===== src/rtl/udp_shift_ctrl.sv =====
// Delay-line controller for an external dynamic-latency shift register.
// Tracks valid/last beside the data and drains the line before any delay change.
module udp_shift_ctrl #(
    parameter int DATA_WIDTH  = 8,
    parameter int MAX_DEPTH   = 16,
    parameter int ADDR_WIDTH  = 4,
    parameter int RESET_DEPTH = 8
) (
    input  logic                  clk,
    input  logic                  rst,
    input  logic [ADDR_WIDTH-1:0] cfg_depth,
    input  logic                  cfg_load,
    output logic                  cfg_busy,
    input  logic                  s_valid,
    input  logic [DATA_WIDTH-1:0] s_data,
    input  logic                  s_last,
    output logic                  s_ready,
    output logic [DATA_WIDTH-1:0] sr_din,
    output logic [ADDR_WIDTH-1:0] sr_addr,
    input  logic [DATA_WIDTH-1:0] sr_dout,
    output logic                  m_valid,
    output logic [DATA_WIDTH-1:0] m_data,
    output logic                  m_last
);

    localparam logic [1:0] ST_RUN   = 2'd0;
    localparam logic [1:0] ST_DRAIN = 2'd1;
    localparam logic [1:0] ST_APPLY = 2'd2;

    localparam logic [ADDR_WIDTH-1:0] DEPTH_MAX = ADDR_WIDTH'(MAX_DEPTH - 1);
    localparam logic [ADDR_WIDTH-1:0] DEPTH_RST = ADDR_WIDTH'(RESET_DEPTH - 1);
    localparam logic [ADDR_WIDTH:0]   CNT_MAX   = (ADDR_WIDTH + 1)'(MAX_DEPTH);

    logic [1:0]            state;
    logic [ADDR_WIDTH-1:0] pend;
    logic [ADDR_WIDTH-1:0] depth_req;
    logic [ADDR_WIDTH:0]   inflight;
    logic [MAX_DEPTH-1:0]  vchain;
    logic [MAX_DEPTH-1:0]  lchain;
    logic                  accept;
    logic                  tap_v;
    logic                  tap_l;

    assign s_ready   = (state == ST_RUN);
    assign cfg_busy  = ~s_ready;
    assign accept    = s_valid & s_ready;
    assign sr_din    = accept ? s_data : '0;
    assign depth_req = (cfg_depth > DEPTH_MAX) ? DEPTH_MAX : cfg_depth;

    // Tap mux written as a compare loop so sr_addr may be wider than the chain.
    always_comb begin
        tap_v = 1'b0;
        tap_l = 1'b0;
        for (int i = 0; i < MAX_DEPTH; i++) begin
            if (sr_addr == ADDR_WIDTH'(i)) begin
                tap_v = vchain[i];
                tap_l = lchain[i];
            end
        end
    end

    assign m_valid = tap_v;
    assign m_last  = tap_v & tap_l;
    assign m_data  = tap_v ? sr_dout : '0;

    always_ff @(posedge clk) begin
        if (rst) begin
            state    <= ST_RUN;
            sr_addr  <= DEPTH_RST;
            pend     <= DEPTH_RST;
            inflight <= '0;
            vchain   <= '0;
            lchain   <= '0;
        end else begin
            vchain <= (vchain << 1) | MAX_DEPTH'(accept);
            lchain <= (lchain << 1) | MAX_DEPTH'(accept & s_last);

            if (accept && !m_valid)
                inflight <= inflight + 1'b1;
            else if (!accept && m_valid)
                inflight <= inflight - 1'b1;

            case (state)
                ST_RUN: begin
                    if (cfg_load) begin
                        pend  <= depth_req;
                        state <= ST_DRAIN;
                    end
                end
                ST_DRAIN: begin
                    if (cfg_load)
                        pend <= depth_req;
                    if (inflight == '0)
                        state <= ST_APPLY;
                end
                ST_APPLY: begin
                    // Line is empty here, so the new tap never splits a beat.
                    sr_addr <= pend;
                    vchain  <= '0;
                    lchain  <= '0;
                    if (cfg_load) begin
                        pend  <= depth_req;
                        state <= ST_DRAIN;
                    end else begin
                        state <= ST_RUN;
                    end
                end
                default: state <= ST_RUN;
            endcase
        end
    end

    always_ff @(posedge clk) begin
        if (!rst) begin
            assert (!(accept && !m_valid && inflight == CNT_MAX));
            assert (!(m_valid && !accept && inflight == '0));
        end
    end

endmodule


===== config.mk =====
export PLATFORM = sky130hd
export DESIGN_NAME = udp_shift_ctrl
export DESIGN_NICKNAME = d
export VERILOG_FILES = /design/src/rtl/udp_shift_ctrl.sv
export SDC_FILE = /design/constraint.sdc
export NUM_CORES = 1
export LEC_CHECK = 0
export CAP_MARGIN = 20
export CORE_ASPECT_RATIO = 2
export CORE_UTILIZATION = 45
export CTS_CLUSTER_DIAMETER = 200
export DETAILED_ROUTE_END_ITERATION = 7
export HOLD_SLACK_MARGIN = 0.08
export PLACE_DENSITY_LB_ADDON = 0.05
export SYNTH_ARGS = -nofsm -noshare
export SYNTH_HDL_FRONTEND = slang
export SYNTH_SLANG_ARGS = --single-unit

===== constraint.sdc =====
create_clock -name clk -period 6.59 [get_ports clk]
set_input_delay 0.9885 -clock clk [delete_from_list [all_inputs] [get_ports clk]]
set_output_delay 0.9885 -clock clk [all_outputs]
set_load 0.005 [all_outputs]

=== Word-level counts from Yosys, hierarchy flattened ===
Cells that the tools add are included.

* Register bits after elaboration: 47
* Input bits: 25
* Output and inout port bits: 24
* Logic and storage cells: 87

* Add/sub/neg operators: 2
* Order comparisons: 1
* Equality and inequality tests: 19
* Multiplexer cells: 41
* Bitwise logic cells: 6
* Reduce and logical (&&, ||, !) cells: 12

{| class="wikitable"
|+ Operators by type and width
! cell !! count
|-
| 1-bit two-way mux || 33
|-
| 4-bit equality test, second input constant || 8
|-
| 16-bit by 1-bit OR with 16-bit output || 2
|-
| 4-bit by 3-bit equality test with 1-bit output, second input constant || 4
|-
| 8-bit two-way mux || 2
|-
| 5-bit two-way mux || 2
|-
| 4-bit by 2-bit equality test with 1-bit output, second input constant || 2
|-
| 2-bit one-hot mux with 3 select lines || 1
|-
| 5-bit by 1-bit adder with 5-bit output, second input constant || 1
|-
| 5-bit logical NOT || 1
|-
| 5-bit by 1-bit subtractor with 5-bit output, second input constant || 1
|-
| 4-bit by 1-bit equality test with 1-bit output, second input constant || 1
|-
| 4-bit > comparator, second input constant || 1
|-
| 4-bit logical NOT || 1
|-
| 2-bit two-way mux || 2
|-
| 4-bit two-way mux || 1
|-
| 2-bit != test, second input constant || 2
|-
| 2-bit AND reduction || 2
|-
| 1-bit bitwise AND || 3
|-
| 3-bit OR reduction || 1
|-
| 2-bit by 1-bit equality test with 1-bit output, second input constant || 1
|-
| 2-bit equality test, second input constant || 1
|-
| 1-bit logical AND || 2
|-
| 1-bit logical NOT || 2
|-
| 4 further kinds || 4
|}

=== Depth between registers and ports, before layout ===
* Depth after elaboration: 20
* Mapped depth: 15

=== Worst setup path before layout ===
No wires, ideal clock.

* Path type: register -> register
* Start: register sr_addr[1]
* End: register inflight[4]
* Data arrival time: 3.103 ns
* Data required time: 6.469 ns
* Setup slack: 3.366 ns
* Cell stages (with the launch flop): 16
* Path buffers: 2
* Path through: dfxtp_1 -> buf_6 -> mux2_1 -> nand2_1 -> a21oi_1 -> o41a_1 -> buf_4 -> inv_2 -> ha_1 -> inv_1 -> ha_1 -> nor2b_1 -> o21a_1 -> or3_1 -> a21oi_1 -> mux2_2

* Longest elaborated chain between the ends: 20
* Elaborated cells on any way between the ends: 37

{| class="wikitable"
|+ Ends and longest elaborated chain
! element !! RTL line !! RTL
|-
| start: declaration || 19 || <nowiki>output logic [ADDR_WIDTH-1:0] sr_addr,</nowiki>
|-
| start signal: assignment || 98 || <nowiki>sr_addr <= pend;</nowiki>
|-
| 4-bit logical NOT || 55 || <nowiki>if (sr_addr == ADDR_WIDTH'(i)) begin</nowiki>
|-
| 1-bit two-way mux (15 in a row) || 55 ||
|-
| 1-bit two-way mux (*) || 55 ||
|-
| named net m_valid || 21 || <nowiki>output logic m_valid,</nowiki>
|-
| 1-bit logical NOT || 78 || <nowiki>if (accept && !m_valid)</nowiki>
|-
| 1-bit logical AND || 78 ||
|-
| 5-bit two-way mux or 2-bit nonzero test (tied branches) || n/a ||
|-
| end signal: assignment || 79 || <nowiki>inflight <= inflight + 1'b1;</nowiki>
|-
| end signal: assignment || 81 || <nowiki>inflight <= inflight - 1'b1;</nowiki>
|-
| end: declaration || 37 || <nowiki>logic [ADDR_WIDTH:0] inflight;</nowiki>
|}

Mark *: on every way through the listed nets, which the timed path passes. The rest lies on a longest branch.
A chain may end at the register's enable or synchronous reset.

=== Worst setup path after layout ===
* Start: register sr_addr[1]
* End: output m_last

* Longest elaborated chain between the ends: 18
* Elaborated cells on any way between the ends: 49

{| class="wikitable"
|+ Ends and longest elaborated chain
! element !! RTL line !! RTL
|-
| 4-bit logical NOT || 55 ||
|-
| 1-bit two-way mux (16 in a row) || 55 ||
|-
| 1-bit bitwise AND (*) || 63 || <nowiki>assign m_last = tap_v & tap_l;</nowiki>
|-
| end: declaration || 23 || <nowiki>output logic m_last</nowiki>
|}

Every way passes the cells marked *; elsewhere a longest branch is shown, timed or not.

==> impl_metrics.yaml <==
cells_and_area:
  fill_cells: 386
  fin_nets: 297
  drive_gt1_frac: 0.0487
  area_growth_pct: 29.2
  fin_cells: 321
  antenna_cells: 0
power_and_ir_drop:
  peakVddDrop_mv: 0.238
  p_leak_nw: 1.11
  powerDensity_nw_per_um2: 271
clock_network:
  cts-hold-fix-buffers: 0
  clk_pin_slew_ns: 0.09
  clk_latency_ns: 0.30
  cts_inserted_buffers: 5
  cts_root_buf: "clkbuf_8"
  cts-resized-gates: 0
  post_cts_buffers: 0
  htree_levels: 2
  cts_tree: "built"
  cts.sinks: 47
  cts.path.max_buffers: 2
detailed_routing:
  route.detailed.drc: 0
  met2WireLength_microns: 2490
  firstDrtPassIters: 4
  met3_length_microns: 103
  routed_wirelength_microns: 4550
  top_layer: "met4"
  m1WireLength_microns: 1780
  ant_nets: 0
  initialDrtViolationCount: 34
  via_count: 1643
  avgRoutedWirePerCell_microns: 14.2
  viasPerCell: 5.12
yosys:
  async_flop_share: 0
  yosys_warnings: 0
  yosysSeqAreaShare: 0.451
  syn_area_sq_um: 2090
  synth_cell_type_count: 38
  ys_ff_latch: 47
  synth.avg_cell_area_sq_um: 9.31
  synthCells: 224
  syn_nets: 255
  ys.flop_type: "dfxtp_1"
  synth_edf_count: 0
global_routing:
  grt_overflow: 0
  antenna_found_initial: 0
  grt_max_degree: 27
  track_usage: 0.197
  grt_pass1_vias: 1584
  grt_pass1_wl_microns: 7320
critical_path:
  end_kind: "primary output"
  crit_fanout: 23
  slowest_delay_ns: 0.83
  path_cells: "mux2i_1 > mux4_2 > o211ai_2 > o41a_1 > a21boi_1 > clkdlybuf4s50_1"
  worstPathRequired_ns: 5.60
  path_class: "register to primary output"
  worstSetupStartpointType: "register"
  arrival_ns: 3.01
  rr_worst_depth: 13
  slowest_stage: "dfxtp_1"
worst_hold_path:
  min_path_cells: 2
  hp-class: "register to register"
die:
  row_count: 34
  core_area_sq_um: 4380
  die_area_sq_um: 4930
  ioPinCount: 49
  start_util: 0.476
  fp.dieW_microns: 50.1
  die_y_microns: 98.3
placement:
  dpl.cell_count: 313
  portBuffers: 48
  detailed_place_hpwl_microns: 3470
  place.gp.congestion: 0.772
sta:
  hold_viol: 0
  max-slew-margin-rel: 0.483
  setup-violations-final: 0
  fmax_ghz: 0.250
  finalClockSkew_ns: 0.00890
  rsz0062_at_grt: "no"
  setup_tns_ns: 0
  finalCritPeriodShare: 0.607
  report.final.slew_viol_count: 0
  worstMarginPinSlew_ns: 0.774
  fin_crit_ns: 4.00
run:
  max_cap_viol_count: 0
status:
  status: "finished, final reports clean"
[synth_stat cells (all sizes together) (4+ instances only)]
master  number  area share
inv          9       0.016
nor3         9       0.022
mux2i       10       0.048
nand3        4      0.0096
nor2        18       0.032
ha           5       0.030
clkbuf       8       0.014
a211o        6       0.025
a21oi       10       0.024
buf          6       0.019
nor2b       10       0.030
dfxtp       47        0.45
nand2b       4       0.012
and2        38        0.11
and3         8       0.024
nand2        4      0.0072
[sequential cells by signal (all words and copies together), names as in the netlist]
signal	cells
pend	4
state	2
inflight	5
vchain	16
sr_addr	4
lchain	16
[metrics by stage]
step	hold WS, ns	power [mW]	instance area (sq um)	setup WS, ns	utilization
floorplan	0.422	0.449	2090	3.37	-
global placement	0.434	0.514	2570	2.87	0.587
detailed placement	0.443	0.516	2570	2.77	0.587
CTS	0.466	0.738	2690	2.58	0.615
global route	0.475	0.772	2690	2.41	0.615
finish	0.453	0.731	2690	2.59	0.615
[layout make-up]
type	count	area [sq um]	area share
Inverter	9	33.8	0.0125
Clock inverter	2	38.8	0.0144
Clock buffer	6	82.6	0.0307
Multi-Input combinational cell	154	1040	0.387
Tap cell	54	67.6	0.0251
Sequential cell	47	941	0.349
Timing Repair Buffer	49	488	0.181
[cells in the final DEF, fill, tap and decap left out, types with 2 or more instances in the layout]
cell,Yosys,layout
nor3_1,9,9
and3_1,8,8
dfxtp_1,47,47
clkdlybuf4s50_1,0,48
a211o_1,6,6
nor2b_1,10,10
nand3_1,4,4
ha_1,5,5
o21ai_0,2,2
a21oi_1,10,10
xor2_1,3,3
nand2_1,4,4
clkbuf_8,0,6
o21a_1,2,2
o22ai_1,2,2
a22oi_1,2,2
a21boi_1,2,2
mux2i_1,10,10
inv_1,8,8
and2_1,38,38
a211oi_1,3,3
nand2b_1,4,4
nor2_1,18,18
[kinds of logic (layout without fill, tap and decap cells)]
logic type	count (synthesis)	after routing	synth area share
simple gates	98	98	0.262
mux	13	13	0.0696
fa+ha+maj	6	6	0.0396
xor+xnor	3	3	0.0126
flops	47	47	0.451
compound gates	34	34	0.116
buf+inv	23	66	0.0492
[critical path: cells and delay by family, from the launching register on]
| family | cells | cell delay, ns |
|---|---|---|
| buf+inv | 1 | 0.51 |
| flops | 1 | 0.83 |
| compound gates | 3 | 0.69 |
| mux | 2 | 0.66 |
[per-layer routing]
layer | vias to the layer above | GRT usage
met5 | - | 0
met4 | 0 | 0.130
met3 | 17 | 0.0327
met2 | 35 | 0.344
met1 | 753 | 0.209
li1 | 838 | -
[power by group]
group	total (mW)	switching (mW)	leakage [nW]	internal, mW
logic	0.179	0.0820	0.671	0.0967
registers	0.329	0.0265	0.382	0.303
clock network	0.223	0.0983	0.0618	0.125
[worst paths after layout]
| check | start | endpoint | slack [ns] |
|---|---|---|---|
| min | lchain[1] | lchain[2] | 0.45 |
| max reg2reg | sr_addr[1] | inflight[4] | 2.76 |
| max | sr_addr[1] | m_last | 2.59 |
| min reg2reg | lchain[1] | lchain[2] | 0.45 |
Power figures use the tool's default switching activity.
